==> src/rtl/coord_scanner.sv <==
// Raster walker that emits one (a, b) complex-plane coordinate per pixel over a valid/ready
// stream, using exact incremental accumulation from configuration latched at frame start.
module coord_scanner #(
  parameter int unsigned DATA_W   = 32,
  parameter int unsigned CNT_W    = 10,
  parameter int unsigned H_PIXELS = 640,
  parameter int unsigned V_PIXELS = 480
) (
  input  logic              clk,
  input  logic              rst,
  input  logic              start,
  input  logic              abort,
  input  logic [DATA_W-1:0] delta_x,
  input  logic [DATA_W-1:0] delta_y,
  input  logic [DATA_W-1:0] re_origin,
  input  logic [DATA_W-1:0] im_origin,
  output logic              out_valid,
  input  logic              out_ready,
  output logic [DATA_W-1:0] a,
  output logic [DATA_W-1:0] b,
  output logic [CNT_W-1:0]  x,
  output logic [CNT_W-1:0]  y,
  output logic              sol,
  output logic              eof,
  output logic              busy,
  output logic              frame_done
);

  localparam logic [CNT_W-1:0] XLast = CNT_W'(H_PIXELS - 1);
  localparam logic [CNT_W-1:0] YLast = CNT_W'(V_PIXELS - 1);

  typedef enum logic [0:0] {StIdle, StRun} state_e;

  state_e            state_q, state_d;
  logic [DATA_W-1:0] a_q, a_d, b_q, b_d;
  logic [CNT_W-1:0]  x_q, x_d, y_q, y_d;
  logic [DATA_W-1:0] dx_q, dx_d, dy_q, dy_d, re_q, re_d;
  logic              fd_q, fd_d;

  always_comb begin
    state_d = state_q;
    a_d     = a_q;
    b_d     = b_q;
    x_d     = x_q;
    y_d     = y_q;
    dx_d    = dx_q;
    dy_d    = dy_q;
    re_d    = re_q;
    fd_d    = 1'b0;
    unique case (state_q)
      StIdle: begin
        if (start && !abort) begin
          dx_d    = delta_x;
          dy_d    = delta_y;
          re_d    = re_origin;
          a_d     = re_origin;
          b_d     = im_origin;
          x_d     = '0;
          y_d     = '0;
          state_d = StRun;
        end
      end
      StRun: begin
        // Abort outranks the handshake: the presented beat is dropped.
        if (abort) begin
          state_d = StIdle;
        end else if (out_ready) begin
          if (x_q != XLast) begin
            x_d = x_q + CNT_W'(1);
            a_d = a_q + dx_q;
          end else begin
            x_d = '0;
            a_d = re_q;
            if (y_q != YLast) begin
              y_d = y_q + CNT_W'(1);
              b_d = b_q + dy_q;
            end else begin
              state_d = StIdle;
              fd_d    = 1'b1;
            end
          end
        end
      end
      default: state_d = StIdle;
    endcase
  end

  always_ff @(posedge clk or negedge rst) begin
    if (!rst) begin
      state_q <= StIdle;
      a_q     <= '0;
      b_q     <= '0;
      x_q     <= '0;
      y_q     <= '0;
      dx_q    <= '0;
      dy_q    <= '0;
      re_q    <= '0;
      fd_q    <= 1'b0;
    end else begin
      state_q <= state_d;
      a_q     <= a_d;
      b_q     <= b_d;
      x_q     <= x_d;
      y_q     <= y_d;
      dx_q    <= dx_d;
      dy_q    <= dy_d;
      re_q    <= re_d;
      fd_q    <= fd_d;
    end
  end

  assign out_valid  = (state_q == StRun);
  assign busy       = (state_q == StRun);
  assign a          = a_q;
  assign b          = b_q;
  assign x          = x_q;
  assign y          = y_q;
  assign sol        = (x_q == '0);
  assign eof        = out_valid && (x_q == XLast) && (y_q == YLast);
  assign frame_done = fd_q;

endmodule
==> config.mk <==
export PLATFORM = sky130hd
export DESIGN_NAME = coord_scanner
export DESIGN_NICKNAME = d
export VERILOG_FILES = /design/src/rtl/coord_scanner.sv
export SDC_FILE = /design/constraint.sdc
export NUM_CORES = 1
export LEC_CHECK = 0
export CORE_AREA = 2 2 184 186
export DETAILED_ROUTE_END_ITERATION = 10
export DIE_AREA = 0 0 186 188
export GPL_TIMING_DRIVEN = 0
export PLACE_DENSITY = 0.65
export RECOVER_POWER = 25
export SYNTH_ARGS = -nofsm -noshare
export SYNTH_HDL_FRONTEND = slang
export SYNTH_SLANG_ARGS = --single-unit
==> constraint.sdc <==
create_clock -name clk -period 4.5 [get_ports clk]
set_clock_uncertainty 0.1 [all_clocks]
set_input_delay 0.675 -clock clk [delete_from_list [all_inputs] [get_ports clk]]
set_output_delay 0.675 -clock clk [all_outputs]
set_load 0.1 [all_outputs]
==> results.cfg, run 1 <==
[critical_path]
r2r_start = a[0]$_DFFE_PN0P_
crit_path_max_incr_delay_ns = 0.79
path_buf_inv = 2
critPathArrivalTime_ns = 3.22
critPathKind = flip-flop to primary output
worstPathCellList = ha_1 > nand3_1 > nor2_1 > nand4_1 > clkbuf_1 > nor3_2 > dlymetal6s2s_1
worstPathMaxFanout = 10
rr_endpoint = a[30]$_DFFE_PN0P_
worstPathRequired_ns = 3.72
cpLargestDelayFamily = buffers and inverters
slowest_stage = dlymetal6s2s_1
crit_path_start_kind = flip-flop
critPathCaptureType = primary output
reg2regPathDepth = 12
reg2reg_setup_slack_ns = 0.94

[global_route]
grtUsageTotal_pct = 21.5
grt_pass1_wl_mm = 58.2
grt_pass1_vias = 10500
antenna_found_initial = 4
grt_max_degree = 117
grt_overflow = 0

[synth]
synth_cell_types = 72
syn_nets = 1552
synth_warnings = 0
avgSynthCellArea_sq_um = 8.22
ys_seq_area_share_pct = 41.0
synth-seq-cells = 182
synthCells = 1352
synth_edf_count = 0
synth_area_leader_cell = dfrtp_1
synth_area_leaders = dfrtp_1, nand2_1, ha_1
async_flop_share_pct = 100
syn_area_sq_um = 11100
ys.flop_type = dfrtp_1
synth_top_cell_area_share_pct = 41.0

[placement]
numPortBuffers = 221
place_congestion = 0.922
pre_cts_ws_ns = 0.581
dp.cells = 2022
dpl.hpwl_mm = 28.1

[clock_tree]
postCtsResizedCells = 0
clock_sinks = 182
worstSkewPairLatency_ns = 0.45
clockRootBuffer = clkbuf_16
path_clk_slew_ns = 0.08
cts_setup_buffers = 0
htreeDepth = 4
cts_buffers = 17
clockBufferDepth = 2
cts.hold.buffers_added = 0
cts_tree = done

[drt]
initialDrtViolationCount = 727
routed_wl_mm = 37.6
vias = 10800
avgViaCountPerCell = 5.25
drc = 0
first_pass_iters = 5
postRouteAntennaNets = 0
wl_per_cell_um = 18.3

[finish]
drive_above_1_share_pct = 4.05
area_delta_synth_final_pct = 30.6
fin_nets = 1793
layout.cells.non_filler = 2058

[floorplan]
die_x_um = 186
die_h_um = 188
io_pins = 222
start_util_pct = 33.6
core_area_sq_um = 33100
dieArea_sq_um = 35000
rows = 67

[pwr]
vdd_ir_drop_max_uv = 621
leakage_nw = 6.63
powerDensity_nw_per_um2 = 660
total_power_mw = 9.58

[sta]
finalHoldViolations = 0
timing.final.ws_setup_ns = 0.502
slew_headroom_pct = -125
worst_slew_pin_slew_ns = 3.38
drv_slew = 67
final_min_period_over_clock_period_pct = 88.9
min_period_ns = 4.00
setup_viol = 0
rsz0062_at_grt = no
max_freq_mhz = 250

[min_path]
min_from = re_q[25]$_DFFE_PN0P_
min_path_type = flip-flop to flip-flop
hold_end = re_q[25]$_DFFE_PN0P_
holdPathStages = 2

[flow_run]
drv_cap = 1

[status]
outcome = complete, but fails checks
violations = max-capacitance violations, max-slew violations
## report_power, final
group	internal, mW	switching, mW	total (mW)
combinational	1.82	3.86	5.68
sequential	2.03	0.368	2.40
clock	0.752	0.759	1.51
total	4.60	4.98	9.58
## sequential cells by signal (all words and copies together), names as in the netlist
signal and count:
a 32, b 32, dx_q 32, dy_q 32, re_q 32, x 10, y 10, busy 1
frame_done 1
## final cells by class
type	count	area [sq um]
clock buffer	18	439
fill	3287	18600
sequential	182	4550
buffer	77	294
multi-input combinational	1075	6210
inverter	18	67.6
antenna	4	10.0
clock inverter	14	134
timing repair buffer	222	2240
tap	448	561
## routing by layer
layer  track usage [%]  vias up  routed length (um)
met3              4.66       42                2770
met5                 0        -                  13
met2              35.0      377               17500
li1                  -     5191                   -
met4              6.27        2                 742
met1              28.7     5189               16600
## stage by stage
step	util [%]	setup TNS [ns]	hold slack [ns]	instance area [sq um]
final	43.8	0	0.372	14500
after global routing	43.8	0	0.390	14500
after CTS	43.8	0	0.101	14500
after detailed placement	42.1	0	0.357	13900
after global placement	42.0	-947.88	0.353	13900
after floorplan	-	0	0.279	11100
## cell usage after synthesis (all sizes together), types with 3 or more instances
library cell	n
a2111oi	3
a211oi	11
a21o	35
a21oi	104
a22oi	4
a31o	7
a31oi	21
and2	6
and3	20
and4	5
buf	9
clkbuf	68
dfrtp	182
ha	65
inv	18
mux2i	7
nand2	400
nand2b	7
nand3	27
nand3b	3
nand4	13
nor2	70
nor2b	5
nor3	10
nor4	4
o2111ai	4
o211ai	10
o21a	8
o21ai	100
o21bai	3
o221a	5
o221ai	3
o22ai	18
o311ai	3
o31ai	6
or2	3
or3	6
xnor2	26
xor2	32
## worst reg2reg max path, cell delays in order, from the launching register on
cell      delay, ns
dfrtp_1        0.40
ha_1           0.25
fa_1           0.42
a21o_1         0.20
a21o_1         0.22
a211oi_2       0.35
o31ai_2        0.21
a31o_1         0.27
a21oi_1        0.18
o21ai_1        0.16
a311oi_1       0.34
xor2_1         0.20
a31oi_1        0.11
## how the worst max path moves through the flow
| stage | start | end | slack [ns] | depth (start not counted) |
|---|---|---|---|---|
| final | x[1]$_DFFE_PN0P_ | eof | 0.50 | 7 |
| after global routing | rst | b[31]$_DFFE_PN0P_ | 0.27 | 1 |
| after CTS | x[0]$_DFFE_PN0P_ | eof | 0.1 | 7 |
| after detailed placement | x[0]$_DFFE_PN0P_ | eof | 0.58 | 7 |
| after global placement | rst | a[5]$_DFFE_PN0P_ | -5.23 | 1 |
| after floorplan | x[0]$_DFFE_PN0P_ | eof | 0.46 | 6 |
## cells by family (layout without fill, tap and decap cells)
kind of cell	count (synthesis)	after routing	share of synthesized area, %
compound gates	360	360	20.8
xor+xnor	58	58	4.57
fa+ha+maj	67	67	7.68
buf+inv	95	349	3.25
flops	182	182	41.0
mux	8	8	0.732
other cells	0	4	0
simple gates	582	582	22.0
## cell usage in the layout (no fill, tap or decap), types with 8 or more instances in the layout
cell,instances
a211oi_1,8
a21o_1,35
a21oi_1,103
a31oi_1,20
and3_1,20
clkbuf_1,68
clkbuf_16,17
clkdlybuf4s50_1,219
dfrtp_1,182
ha_1,65
inv_1,17
nand2_1,400
nand3_1,27
nand4_1,13
nor2_1,70
nor3_1,9
o211ai_1,10
o21a_1,8
o21ai_0,83
o21ai_1,15
o22ai_1,18
xnor2_1,26
xor2_1,32
(Power assumes the default switching activity.)
==> run 2, diff against run 1 <==
--- a/config.mk
+++ b/config.mk
@@ -11,6 +11,7 @@
 export GPL_TIMING_DRIVEN = 0
 export PLACE_DENSITY = 0.65
 export RECOVER_POWER = 25
+export REMOVE_ABC_BUFFERS = 1
 export SYNTH_ARGS = -nofsm -noshare
 export SYNTH_HDL_FRONTEND = slang
 export SYNTH_SLANG_ARGS = --single-unit
==> results.cfg, run 2 (synthesis results as in run 1) <==
[floorplan]
core_area_sq_um = 33100
rows = 67
die_x_um = 186
die_h_um = 188
start_util_pct = 33.6
io_pins = 222
dieArea_sq_um = 35000

[critical_path]
worstPathMaxFanout = 30
path_buf_inv = 0
crit_path_max_incr_delay_ns = 0.94
cpLargestDelayFamily = simple AND/OR/NAND/NOR gates
cpMostUsedCell = nand2_1
crit_path_start_kind = flip-flop
worstPathCellList = ha_1 > nand3_1 > nor2_1 > and4_2 > nand2_1 > nand2_1 > nand2_1 > nor2_1 > a221o_1
slowest_stage = nor2_1
worstPathRequired_ns = 4.78
critPathCaptureType = flip-flop
critPathArrivalTime_ns = 4.36
critPathKind = flip-flop to flip-flop

[clock_tree]
worstSkewPairLatency_ns = 0.45
path_clk_slew_ns = 0.07
clockRootBuffer = clkbuf_16
cts_tree = done
htreeDepth = 4
cts_buffers = 17
cts.hold.buffers_added = 0
clockBufferDepth = 2
clock_sinks = 182

[sta]
min_period_ns = 4.07
slew_headroom_pct = -45.6
drv_slew = 86
finalHoldViolations = 0
max_freq_mhz = 246
setup_viol = 0
timing.final.ws_setup_ns = 0.428
rsz0062_at_grt = no
final_min_period_over_clock_period_pct = 90.5
worst_slew_pin_slew_ns = 2.18

[finish]
num_antenna_cells = 0
fin_area_sq_um = 14300
final_cell_mix = nand2_1, clkdlybuf4s50_1, dfrtp_1
drive_above_1_share_pct = 5.14
area_delta_synth_final_pct = 29.0
fin_nets = 1725
layout_commonest_cell = nand2_1

[global_route]
grtUsageTotal_pct = 19.9
grt_pass1_vias = 10700
antenna_found_initial = 4
grt_max_degree = 99
grt_pass1_wl_mm = 55.2
grt_overflow = 0

[drt]
vias = 10400
postRouteAntennaNets = 0
wl_per_cell_um = 17.2
routed_wl_mm = 34.2
first_pass_iters = 5
initialDrtViolationCount = 527
drc = 0
avgViaCountPerCell = 5.25

[placement]
dpl.hpwl_mm = 24.0
place_congestion = 0.892
numPortBuffers = 221
place_area_sq_um = 13800
pre_cts_ws_ns = -0.329

[status]
violations = max-capacitance violations, max-slew violations
outcome = complete, but fails checks

[pwr]
powerDensity_nw_per_um2 = 657
vdd_ir_drop_max_uv = 463
leakage_nw = 6.56

[flow_run]
drv_cap = 1

[min_path]
min_path_type = flip-flop to flip-flop
==> run 2: report_power, final <==
part           total [mW]  switching (mW)  internal (mW)
clock network        1.44           0.718          0.725
registers            2.40           0.372           2.03
logic                5.59            3.75           1.84
==> run 2: worst min-delay path, cell delays in order, from the launching register on <==
cell and delay, ns:
dfrtp_1 0.34, nand2_1 0.05, nand2_1 0.05
==> run 2: metrics by stage <==
| stage | instances | power (mW) | hold slack, ns | utilization (%) | setup TNS [ns] |
|---|---|---|---|---|---|
| 2_1_floorplan | 1275 | 6.59 | 0.279 | - | -312.55 |
| 3_3_place_gp | 1944 | 7.90 | 0.351 | 41.1 | -1778.01 |
| 3_5_place_dp | 1953 | 7.97 | 0.357 | 41.8 | -3.81 |
| 4_1_cts | 1986 | 9.46 | 0.136 | 43.4 | 0 |
| 5_1_grt | 1986 | 10.0 | 0.392 | 43.3 | 0 |
| 6_report | 1986 | 9.43 | 0.368 | 43.3 | 0 |
==> run 2: cell type report <==
type	count	area [sq um]
clock buffers	18	439
fillers	3243	18800
inverters	18	71.3
repair buffers	230	2380
repair inverters	1	5.00
multi-input cells	1075	6230
flip-flops and latches	182	4560
clock inverters	14	100
well taps	448	561
==> run 2: what timing repair did <==
action / in CTS / in global routing
gates resized for setup: 3 / 3
endpoints found under the setup margin: 18 / 1
buffers inserted: 0 / 0
gates cloned: 1 / 0
==> run 2: worst paths after layout <==
kind,end,cells past startpoint,slack (ns),start
worst min register to register,re_q[27]$_DFFE_PN0P_,2,0.37,re_q[27]$_DFFE_PN0P_
worst max-delay path,b[29]$_DFFE_PN0P_,9,0.43,x[0]$_DFFE_PN0P_
worst min-delay path,re_q[27]$_DFFE_PN0P_,2,0.37,re_q[27]$_DFFE_PN0P_
max in group asynchronous,re_q[8]$_DFFE_PN0P_,2,1.05,rst
worst max register to register,b[29]$_DFFE_PN0P_,9,0.43,x[0]$_DFFE_PN0P_
min in group asynchronous,dy_q[4]$_DFFE_PN0P_,1,0.73,rst
==> run 2: per-layer routing <==
layer  vias to the layer above  routed length, um  track usage [%]
li1                       5062                  -                -
met1                      5005              15100             24.8
met2                       304              16200             33.4
met3                        50               2180             5.15
met4                         8                666             6.12
met5                         -                 52                0
